<file path="config.mk">
export PLATFORM = sky130hd
export DESIGN_NAME = kmeans_ram_arbiter
export DESIGN_NICKNAME = d
export VERILOG_FILES = /design/src/rtl/kmeans_ram_arbiter.sv
export SDC_FILE = /design/constraint.sdc
export NUM_CORES = 1
export LEC_CHECK = 0
export CORE_AREA = 4 4 197 199
export DETAILED_ROUTE_END_ITERATION = 10
export DIE_AREA = 0 0 201 203
export GPL_ROUTABILITY_DRIVEN = 0
export PLACE_DENSITY = 0.51
export SETUP_SLACK_MARGIN = 0.05
export SYNTH_ARGS = -nofsm -noshare
export SYNTH_HDL_FRONTEND = slang
export SYNTH_SLANG_ARGS = --single-unit
export TNS_END_PERCENT = 10
</file>
<file path="constraint.sdc">
create_clock -name clk -period 3.7 [get_ports clk]
set_input_delay 0.925 -clock clk [delete_from_list [all_inputs] [get_ports clk]]
set_output_delay 0.925 -clock clk [all_outputs]
set_load 0.005 [all_outputs]
</file>
<file path="src/rtl/kmeans_ram_arbiter.sv">
// kmeans_ram_arbiter: shares the merged two-RAM point store (RAM1 holds word
// bits [49:0], RAM2 holds bits [90:50] zero-extended) between the host/regfile
// port and the read-only core streaming port.
//
// Ports:
//   clk, rst_n             clock, asynchronous active-low reset
//   go_signal              1 = core preferred, 0 = host preferred
//   host_req/we/addr/wdata host access request (read or write)
//   host_gnt               host request accepted this cycle (combinational)
//   host_rvalid/rdata      host read return
//   core_req/addr          core read request
//   core_gnt               core request accepted this cycle (combinational)
//   core_rvalid/rdata      core read return
//   ram_addr, ram1/2_din   shared RAM address and write data (registered)
//   ram_web/oeb/csb        active-low RAM strobes (registered)
//   ram1_dout, ram2_dout   RAM read data
//
// Optional build macro ARB_STARVE_GUARD_EN: a wait counter forces a single
// grant to the non-preferred side after MAX_WAIT cycles of waiting.
module kmeans_ram_arbiter #(
  parameter int unsigned addrWidth    = 9,
  parameter int unsigned dataWidth    = 91,
  parameter int unsigned ram_word_len = 50,
  parameter int unsigned RD_LATENCY   = 1,
  parameter int unsigned MAX_WAIT     = 8
) (
  input  logic                    clk,
  input  logic                    rst_n,
  input  logic                    go_signal,
  input  logic                    host_req,
  input  logic                    host_we,
  input  logic [addrWidth-1:0]    host_addr,
  input  logic [dataWidth-1:0]    host_wdata,
  output logic                    host_gnt,
  output logic                    host_rvalid,
  output logic [dataWidth-1:0]    host_rdata,
  input  logic                    core_req,
  input  logic [addrWidth-1:0]    core_addr,
  output logic                    core_gnt,
  output logic                    core_rvalid,
  output logic [dataWidth-1:0]    core_rdata,
  output logic [addrWidth-1:0]    ram_addr,
  output logic [ram_word_len-1:0] ram1_din,
  output logic [ram_word_len-1:0] ram2_din,
  output logic                    ram_web,
  output logic                    ram_oeb,
  output logic                    ram_csb,
  input  logic [ram_word_len-1:0] ram1_dout,
  input  logic [ram_word_len-1:0] ram2_dout
);

  localparam int unsigned HI_W = dataWidth - ram_word_len;

  localparam logic [1:0] IDLE    = 2'd0;
  localparam logic [1:0] HOST_PH = 2'd1;
  localparam logic [1:0] CORE_PH = 2'd2;
  localparam logic [1:0] SWITCH  = 2'd3;

  typedef struct packed {
    logic vld;
    logic own_core;
  } rd_tag_t;

  logic [1:0] state_q, state_d;
  logic       pend_core_q, pend_core_d;
  logic       starve_c;

  logic [addrWidth-1:0]    ram_addr_q, ram_addr_d;
  logic [ram_word_len-1:0] ram1_din_q, ram1_din_d;
  logic [ram_word_len-1:0] ram2_din_q, ram2_din_d;
  logic                    ram_web_q, ram_web_d;
  logic                    ram_oeb_q, ram_oeb_d;
  logic                    ram_csb_q, ram_csb_d;

  rd_tag_t [RD_LATENCY-1:0] pipe_q, pipe_d;
  logic host_rvalid_q, host_rvalid_d;
  logic core_rvalid_q, core_rvalid_d;

  logic any_gnt_c, wr_c;
  logic [HI_W-1:0] rdata_hi_c;
  logic [ram_word_len-HI_W-1:0] unused_ram2_hi;

  // Grants only in the owning phase
  assign host_gnt  = host_req && (state_q == HOST_PH);
  assign core_gnt  = core_req && (state_q == CORE_PH);
  assign any_gnt_c = host_gnt || core_gnt;
  assign wr_c      = host_gnt && host_we;

`ifdef ARB_STARVE_GUARD_EN
  localparam int unsigned WAIT_W = $clog2(MAX_WAIT + 1);

  logic [WAIT_W-1:0] wait_q, wait_d;
  logic np_req_c, np_gnt_c;

  // Wait counter for whichever side is currently not preferred
  always_comb begin
    np_req_c = go_signal ? host_req : core_req;
    np_gnt_c = go_signal ? host_gnt : core_gnt;
    wait_d   = wait_q;
    if (!np_req_c || np_gnt_c) begin
      wait_d = '0;
    end else if (wait_q != WAIT_W'(MAX_WAIT)) begin
      wait_d = wait_q + WAIT_W'(1);
    end
  end

  always_ff @(posedge clk or negedge rst_n) begin
    if (!rst_n) begin
      wait_q <= '0;
    end else begin
      wait_q <= wait_d;
    end
  end

  assign starve_c = np_req_c && (wait_q == WAIT_W'(MAX_WAIT));
`else
  assign starve_c = 1'b0;
`endif

  // Phase FSM next state
  always_comb begin
    state_d     = state_q;
    pend_core_d = pend_core_q;
    case (state_q)
      IDLE: begin
        if (host_req && core_req) begin
          state_d = go_signal ? CORE_PH : HOST_PH;
        end else if (host_req) begin
          state_d = HOST_PH;
        end else if (core_req) begin
          state_d = CORE_PH;
        end
      end
      HOST_PH: begin
        if (!host_req && !core_req) begin
          state_d = IDLE;
        end else if (core_req && (!host_req || go_signal || (starve_c && !go_signal))) begin
          state_d     = SWITCH;
          pend_core_d = 1'b1;
        end
      end
      CORE_PH: begin
        if (!host_req && !core_req) begin
          state_d = IDLE;
        end else if (host_req && (!core_req || !go_signal || (starve_c && go_signal))) begin
          state_d     = SWITCH;
          pend_core_d = 1'b0;
        end
      end
      SWITCH: begin
        state_d = pend_core_q ? CORE_PH : HOST_PH;
      end
      default: begin
        state_d = IDLE;
      end
    endcase
  end

  always_ff @(posedge clk or negedge rst_n) begin
    if (!rst_n) begin
      state_q     <= IDLE;
      pend_core_q <= 1'b0;
    end else begin
      state_q     <= state_d;
      pend_core_q <= pend_core_d;
    end
  end

  // RAM strobes for the cycle after a grant; address holds when idle
  always_comb begin
    ram_addr_d = ram_addr_q;
    ram1_din_d = '0;
    ram2_din_d = '0;
    ram_csb_d  = 1'b1;
    ram_web_d  = 1'b1;
    ram_oeb_d  = 1'b1;
    if (any_gnt_c) begin
      ram_addr_d = host_gnt ? host_addr : core_addr;
      ram_csb_d  = 1'b0;
      if (wr_c) begin
        ram_web_d  = 1'b0;
        ram1_din_d = host_wdata[ram_word_len-1:0];
        ram2_din_d = ram_word_len'(host_wdata[dataWidth-1:ram_word_len]);
      end else begin
        ram_oeb_d = 1'b0;
      end
    end
  end

  always_ff @(posedge clk or negedge rst_n) begin
    if (!rst_n) begin
      ram_addr_q <= '0;
      ram1_din_q <= '0;
      ram2_din_q <= '0;
      ram_csb_q  <= 1'b1;
      ram_web_q  <= 1'b1;
      ram_oeb_q  <= 1'b1;
    end else begin
      ram_addr_q <= ram_addr_d;
      ram1_din_q <= ram1_din_d;
      ram2_din_q <= ram2_din_d;
      ram_csb_q  <= ram_csb_d;
      ram_web_q  <= ram_web_d;
      ram_oeb_q  <= ram_oeb_d;
    end
  end

  // Read tag pipe: stage 0 matches the strobe cycle, the rvalid flop lands
  // on the cycle the RAM output is valid
  always_comb begin
    pipe_d[0].vld      = any_gnt_c && !wr_c;
    pipe_d[0].own_core = core_gnt;
    for (int i = 1; i < int'(RD_LATENCY); i++) begin
      pipe_d[i] = pipe_q[i-1];
    end
    host_rvalid_d = pipe_q[RD_LATENCY-1].vld && !pipe_q[RD_LATENCY-1].own_core;
    core_rvalid_d = pipe_q[RD_LATENCY-1].vld &&  pipe_q[RD_LATENCY-1].own_core;
  end

  always_ff @(posedge clk or negedge rst_n) begin
    if (!rst_n) begin
      pipe_q        <= '0;
      host_rvalid_q <= 1'b0;
      core_rvalid_q <= 1'b0;
    end else begin
      pipe_q        <= pipe_d;
      host_rvalid_q <= host_rvalid_d;
      core_rvalid_q <= core_rvalid_d;
    end
  end

  // RAM2 upper bits carry only zero padding
  assign rdata_hi_c     = ram2_dout[HI_W-1:0];
  assign unused_ram2_hi = ram2_dout[ram_word_len-1:HI_W];

  assign ram_addr    = ram_addr_q;
  assign ram1_din    = ram1_din_q;
  assign ram2_din    = ram2_din_q;
  assign ram_csb     = ram_csb_q;
  assign ram_web     = ram_web_q;
  assign ram_oeb     = ram_oeb_q;
  assign host_rvalid = host_rvalid_q;
  assign core_rvalid = core_rvalid_q;
  assign host_rdata  = {rdata_hi_c, ram1_dout};
  assign core_rdata  = {rdata_hi_c, ram1_dout};

endmodule
</file>
# Word level (Yosys, flattened, before mapping)
# Cells that the tools add are included.
[classes]
eq_ne = 10
muxes = 25
n_reduce_logical = 22
[ops]
columns = ["op", "n"]
rows = [
  ["50-bit two-way mux", 2],
  ["41-bit two-way mux", 2],
  ["2-bit two-way mux", 9],
  ["1-bit logical AND", 10],
  ["1-bit two-way mux", 9],
  ["9-bit two-way mux", 1],
  ["2-bit one-hot mux with 4 select lines", 1],
  ["3-bit by 1-bit inequality test with 1-bit output (second input constant)", 2],
  ["1-bit zero test", 5],
  ["5-bit AND reduction", 1],
  ["2-bit equality test (second input constant)", 2],
  ["2-bit by 1-bit inequality test with 1-bit output (second input constant)", 2],
  ["2-bit inequality test (second input constant)", 2],
  ["4-bit inequality test (second input constant)", 1],
  ["1-bit logical OR", 3],
  ["3-bit AND reduction", 1],
  ["2-bit by 1-bit equality test with 1-bit output (second input constant)", 1],
  ["2-bit zero test", 1],
  ["1-bit one-hot mux with 2 select lines", 1],
  ["2-bit nonzero test", 1],
]
[totals]
register_bits = 119
inputBits = 215
out_inout_bits = 298
elab_cells = 69

# Logic depth before layout (Yosys ltp)
[logic_depth]
depth_word = 6
mapped_depth = 8
mapped_depth_nobuf = 6

# Worst setup path after synthesis
# Ideal clock, no wire load.
[synth_timing]
path_kind = "in2out"
startpoint = "in host_req"
endpoint = "out host_gnt"
arrival_ns = 1.308
required_ns = 2.775
setup_slack_ns = 1.467
path_stages = 3
n_path_buf = 2
cell_sequence = "and2_1 -> buf_6 -> buf_12"
[synth_between]
elab_chain_cells = 1
[synth_rtl]
columns = ["element", "line_no", "rtl"]
rows = [
  ["start: declaration", "30", "input logic host_req,"],
  ["1-bit logical AND", "84", "assign host_gnt = host_req && (state_q == HOST_PH);"],
  ["end: declaration", "34", "output logic host_gnt,"],
]
# No other way between the ends.

# Worst setup path after layout
# Same ends and word-level chain as after synthesis.

==> results.txt <==
----------------------------------------------------
[Finish]
  Commonest non-fill, non-tap cells in the layout ... clkdlybuf4s50_1, dfrtp_1, and2_1, nand2_1
  Area growth from synthesis to final layout ... 31.9%
  Share of cells above drive strength 1 ... around 5.8%
  Commonest non-fill, non-tap cell in the layout ... clkdlybuf4s50_1
  Total inserted antenna cells ... 0
  Nets ... about 730
  Number of non-filler instances in the completed layout ... about 1000
  Post-route core utilization ... a little under a fifth

[Flow run]
  Number of max-cap violations ... 0

[Global routing]
  Initial antenna violation count ... 0
  Number of global-route vias before repair ... roughly 3400
  All-layer global routing usage ... 8.86%
  Sum of overflow across all layers after global routing ... 0
  First-pass GRT wire length ... ~26000 um
  Largest net degree at the start of global routing ... 62

[Critical path]
  Highest net fanout along the worst path ... 7
  Required time of the worst setup path ... about 2.8 ns
  Path depth of the worst reg2reg path ... 6
  Kind of end point of the critical path ... output port
  Bufs and invs on worst path ... 2
  R2r startpoint ... state_q[0]$_DFFE_PN0P_
  Reg-to-reg setup timing slack ... between 1.5 and 2 ns
  Destination of the worst register-to-register timing path ... ram_addr[2]$_DFFE_PN0N_
  Family of cells with the greatest summed delay on the critical path ... buffers and inverters
  Most Frequent Cell on Critical Path ... clkdlybuf4s50_1
  Worst Path Class, Setup ... in2out
  Worst Path Arrival ... 2.29 ns
  CP Launch Type ... input port
  Critical Path, Cell by Cell ... clkdlybuf4s50_1 -> and2_1 -> clkdlybuf4s50_1
  Slowest-stage cell, CP ... clkdlybuf4s50_1
  Largest stage delay, worst path ... between 0.5 and 0.6 ns

[STA]
  Post-route clock skew ... 0.00521 ns
  Relative max-transition margin ... between 50% and 60%
  Final-report max-slew violation count ... 0
  Final count of negative-setup-slack endpoints ... 0
  Number of endpoints with negative hold slack in the final report ... 0
  Final setup margin ... 0.481 ns
  Post-route fraction of the period consumed by the critical path ... ~87%
  Transition time at the pin with the least slew margin ... around 0.66 ns
  Post-route setup TNS ... 0 ns
  Achievable frequency ... ~310 MHz
  Fin crit period ... about 3.2 ns
  Unrepaired setup endpoints after global routing ... false

[CTS]
  # resized after CTS ... 0
  Number of buffers inserted during clock tree synthesis ... 9
  Hold Buf Count CTS ... 0
  Clock buffer depth ... 2
  Clock Pin Slew Worst Setup and Hold Paths ... 0.07 ns
  H-tree levels ... 3
  CTS sink cnt ... 110
  CTS tree ... built
  Number of post-CTS setup repair buffers ... 0
  Insertion delay of the later-clocked pin in the worst-skew pair ... 0.36 ns
  Cell at the root of the clock tree ... clkbuf_16

[Pwr]
  Worst vdd rail ir drop ... between 0.00015 and 0.0002 V
  Power density cells ... roughly 490 nW/um^2
  Leakage power of the design ... 0.00301 uW

[Floorplanning]
  Boundary Pins ... about 500
  Starting utilization of the core area ... ~14%
  Chip width ... 201 um
  FP Rows ... 71
  Core Region ... around 37000 um^2
  Chip Height ... around 200 um
  Area of the die ... 40800 um^2

[Hold path]
  Worst hold path cell count ... 1
  Start point of the worst min-delay path ... pipe_q[0]$_DFF_PN0_
  WHS Endpoint ... host_rvalid$_DFF_PN0_
  Hold Crit Class ... reg2reg

[Drt]
  First-pass detailed-route iteration total ... 4
  Routed vias/inst ... 3.10
  DRC ... 0
  DR iter-0 viols ... 86
  Total wire length ... 18700 um
  Vias after detailed routing ... 3069
  Residual antenna-violating net count after detailed routing ... 0
  Average detailed-routed wire length per instance ... 18.9 um

[Synthesis]
  Gate Count Post-Synth ... 470
  Number of enable-type register cells in the synthesized netlist ... 0
  Share of async-settable or async-resettable flops after synthesis ... 100%
  Register bit total from synthesis ... between 100 and 150
  Count of cell types in the netlist ... 29
  Number of warnings issued by yosys ... 0
  Sequential area share after synthesis ... about half
  Post-synth design cell area ... about 5300 um^2
  Leading register cell type out of synthesis ... dfrtp_1
  Mapped Avg Cell Area ... 11.3 um^2

[Placed design]
  Detailed placer's ending HPWL ... about 15000 um
  Port Buffers ... roughly 220
  Number of cells in the design after placement ... a little under 1000
  Worst Setup Slack post-DPL ... ~0.45 ns

[Outcome]
  Status ... complete, no violations

----------------------------------------------------
layer usage:
layer / global-route usage, % / vias up / share of wire (%)
li1: - / 1322 / -
met1: 7.18 / 1354 / 28
met2: 15.4 / 336 / 50
met3: 7.04 / 57 / 18
met4: 4.50 / 0 / 3.7
met5: 0 / - / 0
cells by family after synthesis:
logic type               synth area share [%]
AO/OA/AOI/OAI                            2.52
adder cells (fa/ha/maj)                  1.41
buffers and inverters                    29.2
flip-flops                               51.9
multiplexers                             2.17
other                                  0.0707
AND/OR/NAND/NOR                          12.7
cells in the mapped netlist (2+ instances only):
| cell type | instances | area (um^2) |
|---|---|---|
| a211oi_1 | 2 | 15.0 |
| a21oi_1 | 2 | 10.0 |
| and2_1 | 95 | 594 |
| buf_2 | 8 | 40.0 |
| buf_4 | 192 | 1440 |
| buf_6 | 2 | 22.5 |
| dfrtp_1 | 107 | 2680 |
| dfstp_2 | 3 | 78.8 |
| ha_1 | 6 | 75.1 |
| inv_1 | 4 | 15.0 |
| inv_2 | 2 | 7.51 |
| mux2i_1 | 10 | 100 |
| nand2_1 | 12 | 45.0 |
| o21ai_1 | 10 | 50.1 |
worst max-delay path by stage:
stage	from	to	slack [ns]	cells after the start
6_report	host_req	host_gnt	0.48	3
5_1_grt	host_req	host_gnt	0.40	3
4_1_cts	host_req	host_gnt	0.45	3
3_3_place_gp	host_req	host_gnt	0.44	3
3_5_place_dp	host_req	host_gnt	0.45	3
2_1_floorplan	host_req	host_gnt	1.47	3
flip-flops by register name, summed over array words and instances, names as in the netlist:
| name | flops |
|---|---|
| core_rvalid | 1 |
| host_rvalid | 1 |
| ram_oeb | 1 |
| pend_core_q | 1 |
| ram_addr | 9 |
| ram_web | 1 |
| pipe_q | 2 |
| ram2_din | 41 |
| ram1_din | 50 |
| state_q | 2 |
| ram_csb | 1 |
layout make-up:
cell class | count | area, um^2
Clock buffer | 12 | 246
Clock inverter | 4 | 77.6
Fill cell | 4056 | 30200
Inverter | 6 | 22.5
Multi-Input combinational cell | 158 | 1030
Sequential cell | 110 | 2760
Tap cell | 474 | 593
Timing Repair Buffer | 226 | 2270
where the power goes:
| group | internal [uW] | total (uW) | switching (uW) | leakage [uW] |
|---|---|---|---|---|
| clock network | 619 | 1080 | 459 | 0.000158 |
| logic | 540 | 918 | 377 | 0.00136 |
| registers | 1370 | 1440 | 63.7 | 0.00149 |
| total | 2530 | 3430 | 900 | 0.00301 |
through the flow:
stage,total power [uW],hold slack [ns],cell area [um^2]
final,3430,0.422,7000
after global routing,3650,0.453,7000
after CTS,3520,0.430,7000
after detailed placement,2410,0.418,6680
after global placement,2400,0.415,6680
after floorplan,2030,0.395,5340
(Power assumes the default switching activity.)
